===== src/rtl/key_event_decoder_if.sv =====
// Key event bus: debounced key edges in, command strobes and held level out.
interface key_event_decoder_if;
  logic key_flag;
  logic key_state;
  logic short_pulse;
  logic double_pulse;
  logic long_pulse;
  logic repeat_pulse;
  logic held;

  modport master (
    output key_flag, key_state,
    input  short_pulse, double_pulse, long_pulse, repeat_pulse, held
  );

  modport slave (
    input  key_flag, key_state,
    output short_pulse, double_pulse, long_pulse, repeat_pulse, held
  );
endinterface


===== src/rtl/key_event_decoder.sv =====
// Classifies debounced key presses into short / double / long events and
// emits auto-repeat strobes while a long press is held.
module key_event_decoder #(
  parameter int LONG_CYCLES   = 50_000_000,
  parameter int DBL_CYCLES    = 15_000_000,
  parameter int REPEAT_CYCLES = 10_000_000,
  parameter int CNT_W         = 26
) (
  input logic clk,
  input logic reset,
  key_event_decoder_if.slave kev
);

  typedef enum logic [2:0] {
    IDLE   = 3'd0,
    PRESS1 = 3'd1,
    WAIT2  = 3'd2,
    PRESS2 = 3'd3,
    LONG   = 3'd4
  } state_t;

  localparam logic [CNT_W-1:0] CNT_ONE     = CNT_W'(1);
  localparam logic [CNT_W-1:0] LONG_LAST   = CNT_W'(LONG_CYCLES - 1);
  localparam logic [CNT_W-1:0] DBL_LAST    = CNT_W'(DBL_CYCLES - 1);
  localparam logic [CNT_W-1:0] REPEAT_LAST = CNT_W'(REPEAT_CYCLES - 1);

  state_t state_q, state_d;
  logic [CNT_W-1:0] cnt_q, cnt_d;
  logic short_q, short_d;
  logic double_q, double_d;
  logic long_q, long_d;
  logic repeat_q, repeat_d;
  logic held_q, held_d;

  logic press_ev;
  logic rel_ev;

  assign press_ev = kev.key_flag & ~kev.key_state;
  assign rel_ev   = kev.key_flag &  kev.key_state;

  // Key events are tested before counter terminals so they win a tie.
  always_comb begin
    state_d  = state_q;
    cnt_d    = cnt_q + CNT_ONE;
    short_d  = 1'b0;
    double_d = 1'b0;
    long_d   = 1'b0;
    repeat_d = 1'b0;

    case (state_q)
      IDLE: begin
        cnt_d = '0;
        if (press_ev) state_d = PRESS1;
      end
      PRESS1: begin
        if (rel_ev) begin
          state_d = WAIT2;
        end else if (cnt_q == LONG_LAST) begin
          long_d  = 1'b1;
          state_d = LONG;
        end
      end
      WAIT2: begin
        if (press_ev) begin
          state_d = PRESS2;
        end else if (cnt_q == DBL_LAST) begin
          short_d = 1'b1;
          state_d = IDLE;
        end
      end
      PRESS2: begin
        if (rel_ev) begin
          double_d = 1'b1;
          state_d  = IDLE;
        end else if (cnt_q == LONG_LAST) begin
          long_d  = 1'b1;
          state_d = LONG;
        end
      end
      LONG: begin
        if (rel_ev) begin
          state_d = IDLE;
        end else if (cnt_q == REPEAT_LAST) begin
          repeat_d = 1'b1;
          cnt_d    = '0;
        end
      end
      default: begin
        state_d = IDLE;
        cnt_d   = '0;
      end
    endcase

    if (state_d != state_q) cnt_d = '0;

    held_d = (state_d == PRESS1) || (state_d == PRESS2) || (state_d == LONG);
  end

  always_ff @(posedge clk or posedge reset) begin
    if (reset) begin
      state_q  <= IDLE;
      cnt_q    <= '0;
      short_q  <= 1'b0;
      double_q <= 1'b0;
      long_q   <= 1'b0;
      repeat_q <= 1'b0;
      held_q   <= 1'b0;
    end else begin
      state_q  <= state_d;
      cnt_q    <= cnt_d;
      short_q  <= short_d;
      double_q <= double_d;
      long_q   <= long_d;
      repeat_q <= repeat_d;
      held_q   <= held_d;
    end
  end

  assign kev.short_pulse  = short_q;
  assign kev.double_pulse = double_q;
  assign kev.long_pulse   = long_q;
  assign kev.repeat_pulse = repeat_q;
  assign kev.held         = held_q;

endmodule


===== src/flat_wrapper.sv =====
// flat-port wrapper written by rule: the top's interface ports become plain ports
module key_event_decoder_flat 
#(
  parameter int LONG_CYCLES   = 50_000_000,
  parameter int DBL_CYCLES    = 15_000_000,
  parameter int REPEAT_CYCLES = 10_000_000,
  parameter int CNT_W         = 26
)
  (clk, reset, kev_key_flag, kev_key_state, kev_short_pulse, kev_double_pulse, kev_long_pulse, kev_repeat_pulse, kev_held);
  key_event_decoder_if kev_i ();
  input logic clk;
  input logic reset;
  input wire logic [$bits(kev_i.key_flag)-1:0] kev_key_flag;
  input wire logic [$bits(kev_i.key_state)-1:0] kev_key_state;
  output wire logic [$bits(kev_i.short_pulse)-1:0] kev_short_pulse;
  output wire logic [$bits(kev_i.double_pulse)-1:0] kev_double_pulse;
  output wire logic [$bits(kev_i.long_pulse)-1:0] kev_long_pulse;
  output wire logic [$bits(kev_i.repeat_pulse)-1:0] kev_repeat_pulse;
  output wire logic [$bits(kev_i.held)-1:0] kev_held;
  assign kev_i.key_flag = kev_key_flag;
  assign kev_i.key_state = kev_key_state;
  assign kev_short_pulse = kev_i.short_pulse;
  assign kev_double_pulse = kev_i.double_pulse;
  assign kev_long_pulse = kev_i.long_pulse;
  assign kev_repeat_pulse = kev_i.repeat_pulse;
  assign kev_held = kev_i.held;
  key_event_decoder #(.LONG_CYCLES(LONG_CYCLES), .DBL_CYCLES(DBL_CYCLES), .REPEAT_CYCLES(REPEAT_CYCLES), .CNT_W(CNT_W)) u_core (.clk(clk), .reset(reset), .kev(kev_i));
endmodule

===== config.mk =====
export PLATFORM = sky130hd
export DESIGN_NAME = key_event_decoder_flat
export DESIGN_NICKNAME = d
export VERILOG_FILES = /design/src/rtl/key_event_decoder_if.sv /design/src/rtl/key_event_decoder.sv /design/src/flat_wrapper.sv
export SDC_FILE = /design/constraint.sdc
export NUM_CORES = 1
export LEC_CHECK = 0
export BUFFER_PORTS_ARGS = -buffer_cell sky130_fd_sc_hd__buf_2
export CORE_UTILIZATION = 27
export CTS_CLUSTER_SIZE = 40
export DETAILED_ROUTE_END_ITERATION = 8
export HOLD_SLACK_MARGIN = 0.05
export PLACE_DENSITY = 0.4
export SETUP_SLACK_MARGIN = 0.02
export SLEW_MARGIN = 20
export SYNTH_ARGS = -nofsm -noshare
export SYNTH_HDL_FRONTEND = slang
export SYNTH_SLANG_ARGS = --single-unit

===== constraint.sdc =====
create_clock -name clk -period 2.5 [get_ports clk]
set_clock_uncertainty 0.15 [all_clocks]
set_input_delay 0.5 -clock clk [delete_from_list [all_inputs] [get_ports clk]]
set_output_delay 0.5 -clock clk [all_outputs]
set_load 0.1 [all_outputs]

## Yosys cells after proc, flatten, opt, wreduce, memory -nomap -nowiden

Index checks and enable logic that the tools add are counted.

| word-level totals | value |
|---|---|
| input bits | 4 |
| bits in registers | 34 |
| word-level logic and storage cells | 50 |
| output and inout port bits | 5 |

| operators by class | value |
|---|---|
| muxes and demuxes | 23 |
| $add $sub $neg | 1 |
| eq/ne operators | 11 |
| reduce and logical (&&, ||, !) cells | 5 |
| bitwise gates (word level) | 3 |

Operator list:

| cell | number |
|---|---|
| 26-bit 2-to-1 mux | 3 |
| 26-bit by 24-bit == test with 1-bit output, second input constant | 2 |
| 26-bit case mux with 2 select lines | 1 |
| 26-bit by 1-bit adder with 26-bit output, second input constant | 1 |
| 26-bit == test, second input constant | 1 |
| 3-bit 2-to-1 mux | 7 |
| 3-bit case mux with 5 select lines | 1 |
| 1-bit 2-to-1 mux | 11 |
| 3-bit by 2-bit == test with 1-bit output, second input constant | 3 |
| 3-bit by 1-bit == test with 1-bit output, second input constant | 2 |
| 3-bit == test, second input constant | 2 |
| 3-bit zero test | 1 |
| 3-bit != test | 1 |
| 3-bit OR reduction | 1 |
| 1-bit AND | 2 |
| 1-bit logical OR | 2 |
| 2-bit OR reduction | 1 |
| 1-bit inverter | 1 |

## Longest topological paths before layout

Gate-level depths: netlist of the first run.

| logic depth | value |
|---|---|
| depth after elaboration | 7 |
| mapped depth | 7 |
| mapped depth without buffers | 6 |

## Worst setup path before layout of the first run

Ideal clock, no wire load.

| timing | value |
|---|---|
| kind | reg2reg |
| from | register u_core.cnt_q[7] |
| to | register u_core.cnt_q[13] |
| library setup time | 0.138 ns |
| cell stages (with the launch flop) | 7 |
| slack | 0.244 ns |
| buffers on the path | 1 |
| clock period less this slack | 2.256 ns |
| data required time | 2.212 ns |
| arrival | 1.968 ns |
| path through | dfrtp_1 -> or4b_4 -> nor4_4 -> a31oi_1 -> a211oi_2 -> buf_6 -> nor3_1 |

| on the way | value |
|---|---|
| word-level cells in the longest chain between the ends | 6 |
| elaborated cells between the ends (all ways) | 15 |
| those cells by class | add/sub (1); eq/ne (4); mux (10) |

Ends and longest elaborated chain:

| item | line | source |
|---|---|---|
| start, declared | key_event_decoder.sv:28 | `logic [CNT_W-1:0] cnt_q, cnt_d;` |
| start signal, assigned | key_event_decoder.sv:110 | `cnt_q <= cnt_d;` |
| parallel branches: the longest is 5 deep, another holds 26-bit by 1-bit adder with 26-bit output | - |  |
| 26-bit 2-to-1 mux (*) | key_event_decoder.sv:94 | `if (state_d != state_q) cnt_d = '0;` |
| named net u_core.cnt_d[13] | key_event_decoder.sv:28 |  |

Mark *: on every way through the listed nets, which the timed path passes.

## Worst setup path in the final report of the first run

| timing | value |
|---|---|
| from | register u_core.cnt_q[14] |
| to | register u_core.cnt_q[3] |

| on the way | value |
|---|---|
| word-level cells in the longest chain between the ends | 6 |
| elaborated cells between the ends (all ways) | 14 |
| those cells by class | eq/ne (4); mux (10) |

Ends and longest elaborated chain:

| item | line | source |
|---|---|---|
| 26-bit == test or 26-bit by 24-bit == test with 1-bit output (tied branches) | key_event_decoder.sv:58, key_event_decoder.sv:75, key_event_decoder.sv:66 |  |
| 3-bit 2-to-1 mux, on equally long branches | key_event_decoder.sv:58, key_event_decoder.sv:75, key_event_decoder.sv:66 |  |
| 3-bit 2-to-1 mux, on equally long branches | key_event_decoder.sv:72, key_event_decoder.sv:56, key_event_decoder.sv:64 |  |
| 3-bit case mux with 5 select lines | key_event_decoder.sv:50 | `case (state_q)` |
| 3-bit != test | key_event_decoder.sv:94 |  |
| 26-bit 2-to-1 mux (*) | key_event_decoder.sv:94 |  |
| named net u_core.cnt_d[3] | key_event_decoder.sv:28 |  |

Mark *: on every way through the listed nets, which the timed path passes. The rest lies on a longest branch.

==> results of run 1 <==
## sequential cells by signal (all words and copies together) (netlist names)
name	count
u_core.kev.double_pulse	1
u_core.kev.long_pulse	1
u_core.kev.held	1
u_core.state_q	3
u_core.kev.short_pulse	1
u_core.kev.repeat_pulse	1
u_core.cnt_q	26
## worst max-delay path by stage
stage	slack, ns	startpoint	cells after the start	to
2_1_floorplan	0.24	u_core.cnt_q[7]	6	u_core.cnt_q[13]
3_3_place_gp	0.21	u_core.cnt_q[14]	6	u_core.cnt_q[18]
3_5_place_dp	0.22	u_core.cnt_q[14]	6	u_core.cnt_q[3]
4_1_cts	0.21	u_core.cnt_q[14]	6	u_core.cnt_q[3]
5_1_grt	0.12	u_core.cnt_q[14]	6	u_core.cnt_q[5]
6_report	0.22	u_core.cnt_q[14]	6	u_core.cnt_q[3]
## worst max-delay path, delay by kind of cell (launching register included)
kind	cells	cell delay (ns)
simple gates	3	1.00
flops	1	0.45
compound gates	2	0.34
buf+inv	1	0.20
## power by group through the flow
stage / Clock (mW) / Sequential (mW) / Combinational, mW
after CTS: 0.388 / 0.592 / 0.168
after global placement: 0 / 0.602 / 0.165
final: 0.371 / 0.593 / 0.165
after global routing: 0.423 / 0.597 / 0.184
after floorplan: 0 / 0.606 / 0.122
after detailed placement: 0 / 0.603 / 0.168
## metrics by stage
step	util (%)	hold slack, ns	cell area (um^2)	total power, mW	worst slack [ns]
floorplan	-	0.304	1840	0.727	0.244
global placement	30.9	0.322	2000	0.767	0.208
detailed placement	30.9	0.333	2000	0.771	0.225
CTS	32.1	0.176	2070	1.15	0.209
global route	32.1	0.213	2070	1.20	0.117
finish	32.1	0.163	2070	1.13	0.224
## cell type report
class	count	area, um^2
flip-flops and latches	34	851
repair buffers	15	105
well taps	77	96.3
fillers	676	4380
multi-input cells	147	927
inverters	5	18.8
clock buffers	7	76.3
## synthesized netlist by cell type
library cell | count | area [um^2]
and2_1 | 1 | 6.26
nand2_1 | 11 | 41.3
a21oi_1 | 3 | 15.0
buf_6 | 3 | 33.8
clkbuf_2 | 1 | 5.00
ha_1 | 1 | 12.5
a2111oi_0 | 1 | 8.76
a211oi_2 | 1 | 12.5
nand2b_1 | 2 | 12.5
inv_1 | 5 | 18.8
nor4_4 | 1 | 21.3
nand3_1 | 13 | 65.1
nand3b_1 | 2 | 15.0
nand4b_1 | 2 | 17.5
o21ai_0 | 1 | 5.00
nand4_1 | 3 | 18.8
nor3b_1 | 3 | 22.5
a31o_2 | 1 | 8.76
o22ai_2 | 1 | 12.5
or2_2 | 1 | 6.26
or4b_2 | 1 | 10.0
o21bai_1 | 1 | 7.51
and4_1 | 3 | 26.3
nor4_2 | 1 | 12.5
or3_1 | 1 | 6.26
dfrtp_1 | 34 | 851
a31oi_1 | 3 | 18.8
and3_1 | 7 | 43.8
nor2b_1 | 4 | 25.0
nor4_1 | 6 | 37.5
nor2_1 | 24 | 90.1
xor2_1 | 7 | 61.3
clkbuf_1 | 2 | 7.51
or4_1 | 2 | 15.0
o2111ai_1 | 1 | 8.76
xnor2_1 | 17 | 149
or4b_4 | 1 | 13.8
nor3_1 | 20 | 100
## per-layer routing
metal / vias to the layer above / track usage, %
met4: 0 / 5.24
met3: 7 / 3.05
li1: 712 / -
met5: - / 0
met1: 712 / 18.1
met2: 20 / 20.3
## logic make-up after synthesis
logic type      count (synthesis)  synth area share, %
compound gates                 13                 5.30
xor+xnor                       24                 11.4
fa+ha+maj                       1                0.679
buf+inv                        11                 3.53
flops                          34                 46.2
simple gates                  109                 32.9
==> flow_summary.json, run 1 <==
{
  "maxSlewViolCount": 0,
  "final_nets": 213,
  "avgSynthCellArea_um2": 9.60,
  "placed_cells": 278,
  "min_period_over_period_pct": 91.0,
  "cts_buffers": 5,
  "grt_max_degree": 35,
  "leakage_nw": 0.839,
  "arrival_ns": 2.28,
  "post_cts_resized": 0,
  "ios": 9,
  "syn2layout_area_growth_pct": 12.6,
  "hpwl_um": 2980,
  "relSlewSlack_pct": 65.8,
  "power_frac_seq_pct": 52.5,
  "synth_cells": 192,
  "timing.rr.end": "u_core.cnt_q[3]",
  "fin_cells": 285,
  "cts.sinks": 34,
  "status": "complete, no violations",
  "syn-num-nets": 197,
  "post-cts-setup-buffer-count": 0,
  "antenna_found_initial": 0,
  "drt-pass1-iter-count": 4,
  "max_freq_mhz": 439,
  "r2r_slack_ns": 0.22,
  "crit_chain": "or4b_2 > nor3_1 > a21oi_1 > o22ai_2 > buf_12 > nor3_1",
  "start_util_pct": 28.5,
  "clk_latency_ns": 0.28,
  "portBuffers": 8,
  "wl_met2_um": 1840,
  "rsz0062_at_grt": "no",
  "vias_per_cell": 5.09,
  "slowest_delay_ns": 0.70,
  "cts_htree_levels": 2,
  "worst_pin_slew_ns": 0.499,
  "final.setup.tns_ns": 0,
  "grt_pass1_vias": 1566,
  "slowest_stage": "or4b_2",
  "clk_path_buf_depth": 2,
  "syn_area_um2": 1840,
  "wl_met3_um": 125,
  "drc_errors": 0,
  "worstReg2RegStart": "u_core.cnt_q[14]",
  "place_congestion": 0.813,
  "gr-total-overflow": 0,
  "dieArea_um2": 7160,
  "hold_path_class": "in2async",
  "antennaDiodeCount": 0,
  "wl_per_cell_um": 14.4,
  "rows": 29,
  "cts.clk_slew.worst_paths_ns": 0.07,
  "core_area_um2": 6460,
  "wirelength_um": 4120,
  "cp_max_fo": 26,
  "ys.warnings.count": 0,
  "cp-start-kind": "register",
  "drive_gt1_share_pct": 13.5,
  "worstPathRequired_ns": 2.51,
  "ys_types": 38,
  "pwr-share-comb_pct": 14.6,
  "switching_share_pct": 27.3,
  "hold_viol_final": 0,
  "cp_common_cell": "nor3_1",
  "finalCriticalPeriod_ns": 2.28,
  "vias": 1451,
  "wl_met1_um": 2090,
  "yosysSeqAreaShare_pct": 46.2,
  "power.density_nw_per_um2": 544,
  "max-vdd-ir-drop_mv": 0.190,
  "grt_pass1_wl_um": 7410,
  "drt-initial-drc-count": 73,
  "die_height_um": 84.6,
  "ys_seq_elements": 34,
  "switchingPower_uw": 308,
  "die_w_um": 84.6,
  "setup_viol": 0,
  "grt_usage_pct": 13.2,
  "top_layer": "met4",
  "antenna_left": 0,
  "final_common_cell": "dfrtp_1",
  "ff2ff_path_depth": 6,
  "root_buffer": "clkbuf_8",
  "hold_buffers": 0,
  "max_cap_violations": 0,
  "p_int_uw": 821,
  "p_clk_share_pct": 32.9,
  "crit_type": "reg2reg",
  "endpoint_kind": "register",
  "final_cell_mix": "dfrtp_1, nor2_1, nor3_1",
  "cts_tree": "built"
}
(Power assumes the default switching activity.)
==> run 2, diff against run 1 <==
--- a/config.mk
+++ b/config.mk
@@ -6,11 +6,13 @@
 export NUM_CORES = 1
 export LEC_CHECK = 0
 export BUFFER_PORTS_ARGS = -buffer_cell sky130_fd_sc_hd__buf_2
+export CELL_PAD_IN_SITES_DETAIL_PLACEMENT = 0
+export CELL_PAD_IN_SITES_GLOBAL_PLACEMENT = 1
 export CORE_UTILIZATION = 27
 export CTS_CLUSTER_SIZE = 40
 export DETAILED_ROUTE_END_ITERATION = 8
 export HOLD_SLACK_MARGIN = 0.05
-export PLACE_DENSITY = 0.4
+export PLACE_DENSITY = 0.48
 export SETUP_SLACK_MARGIN = 0.02
 export SLEW_MARGIN = 20
 export SYNTH_ARGS = -nofsm -noshare
==> constraint.sdc (replaced) <==
create_clock -name clk -period 2.9 [get_ports clk]
set_clock_uncertainty 0.15 [all_clocks]
set_input_delay 0.58 -clock clk [delete_from_list [all_inputs] [get_ports clk]]
set_output_delay 0.58 -clock clk [all_outputs]
set_load 0.1 [all_outputs]
==> run 2 against run 1 <==
Effect of this change:
- critical endpoint is now u_core.cnt_q[23]
- critical path depth unchanged
- clock-buffer cell count down 1
- the run now ends with DRC left
- combinational power down 21%
- sequential share of layout area up 0.48 points
- total power down 10%
- global-route usage up 0.24 points
- die area unchanged
==> flow_summary.json, run 2 (same netlist as run 1, synthesis figures left out) <==
{
  "clk_latency_ns": 0.29,
  "grt_pass1_vias": 1405,
  "crit_type": "reg2reg",
  "syn2layout_area_growth_pct": 11.3,
  "max_cap_violations": 0,
  "setup_viol": 0,
  "relSlewSlack_pct": 61.0,
  "drt-initial-drc-count": 78,
  "dieArea_um2": 7160,
  "rows": 29,
  "final_cell_mix": "dfrtp_1, nor2_1, nor3_1",
  "r2r_slack_ns": 0.38,
  "slowest_stage": "or4b_4",
  "vias": 1435,
  "power.density_nw_per_um2": 495,
  "hold_viol_final": 0,
  "vias_per_cell": 5.09,
  "drive_gt1_share_pct": 13.2,
  "arrival_ns": 2.52,
  "gr-total-overflow": 0,
  "worst_pin_slew_ns": 0.580,
  "max_freq_mhz": 397,
  "start_util_pct": 28.5,
  "grt_usage_pct": 13.5,
  "cp_max_fo": 26,
  "hold_path_class": "in2async",
  "final_nets": 209,
  "antennaDiodeCount": 0,
  "reg_top3": "u_core.cnt_q x26, u_core.state_q x3",
  "grt_max_degree": 35,
  "hold_buffers": 0,
  "finalCriticalPeriod_ns": 2.52,
  "core_area_um2": 6460,
  "post-cts-setup-buffer-count": 0,
  "min_period_over_period_pct": 86.8,
  "largest_register_ffs": 26,
  "post_cts_resized": 0,
  "wl_per_cell_um": 15.1,
  "slowest_delay_ns": 0.57,
  "max-vdd-ir-drop_mv": 0.160,
  "cts.clk_slew.worst_paths_ns": 0.08,
  "place_congestion": 0.737,
  "portBuffers": 8,
  "antenna_left": 0,
  "maxSlewViolCount": 0,
  "hold-worst-slack_ns": 0.227,
  "cts_buffers": 5,
  "worstPathRequired_ns": 2.90,
  "violations": "DRC",
  "final.setup.tns_ns": 0,
  "leakage_nw": 0.822,
  "status": "finished, violations left",
  "antenna_found_initial": 0,
  "wirelength_um": 4260,
  "rsz0062_at_grt": "no",
  "cts_htree_levels": 2,
  "drt-pass1-iter-count": 6,
  "grt_pass1_wl_um": 7420,
  "hpwl_um": 2950,
  "root_buffer": "clkbuf_8",
  "ios": 9,
  "endpoint_kind": "register",
  "crit_chain": "or4b_4 > nor4_4 > a31oi_1 > o22ai_2 > buf_4 > nor3_1",
  "final_common_cell": "dfrtp_1",
  "cp-start-kind": "register",
  "largest_register": "u_core.cnt_q",
  "cts.sinks": 34,
  "clk_path_buf_depth": 2,
  "die_height_um": 84.6,
  "die_w_um": 84.6,
  "cts_tree": "built",
  "drc_errors": 2
}
==> run 2: per-stage QoR <==
stage	total power [mW]	cells	util, %	worst slack, ns	area, um^2
after floorplan	0.627	192	-	0.644	1840
after global placement	0.649	274	30.3	0.421	1960
final	1.02	282	31.8	0.382	2050
after detailed placement	0.653	274	30.3	0.383	1960
after global routing	1.07	282	31.8	0.245	2050
after CTS	1.04	282	31.8	0.364	2050
==> run 2: worst max-delay path, delay by kind of cell (launching register included) <==
family	cells	cell delay [ns]
AOI/OAI and AO/OA	2	0.40
buffers and inverters	1	0.31
DFF	1	0.46
and+or+nand+nor	3	1.06
==> run 2: cell type report <==
cell class | count | area, um^2
Tap cell | 77 | 96.3
Inverter | 5 | 18.8
Fill cell | 690 | 4410
Multi-Input combinational cell | 147 | 927
Clock inverter | 2 | 12.5
Timing Repair Buffer | 11 | 62.6
Clock buffer | 6 | 82.6
Sequential cell | 34 | 851
==> run 2: worst paths after layout <==
check                                start                to  cells after the start
min                                  reset   u_core.cnt_q[6]                      3
max                        u_core.cnt_q[7]  u_core.cnt_q[23]                      6
min in group clk           u_core.cnt_q[0]   u_core.cnt_q[0]                      1
max reg2reg                u_core.cnt_q[7]  u_core.cnt_q[23]                      6
min reg2reg                u_core.cnt_q[0]   u_core.cnt_q[0]                      1
max in group asynchronous            reset  u_core.cnt_q[24]                      3
==> run 2: power by group <==
part           leakage (nW)  internal (mW)  switching (mW)
clock                0.0472          0.191           0.183
combinational         0.308         0.0416          0.0889
sequential            0.466          0.490          0.0220
==> run 2: metal layers <==
layer | global-route usage, % | vias to the layer above | routed length [um]
met3 | 3.24 | 4 | 134
met1 | 18.1 | 706 | 2100
met2 | 21.4 | 23 | 1980
met4 | 4.16 | 0 | 37
met5 | 0 | - | 0
li1 | - | 702 | -
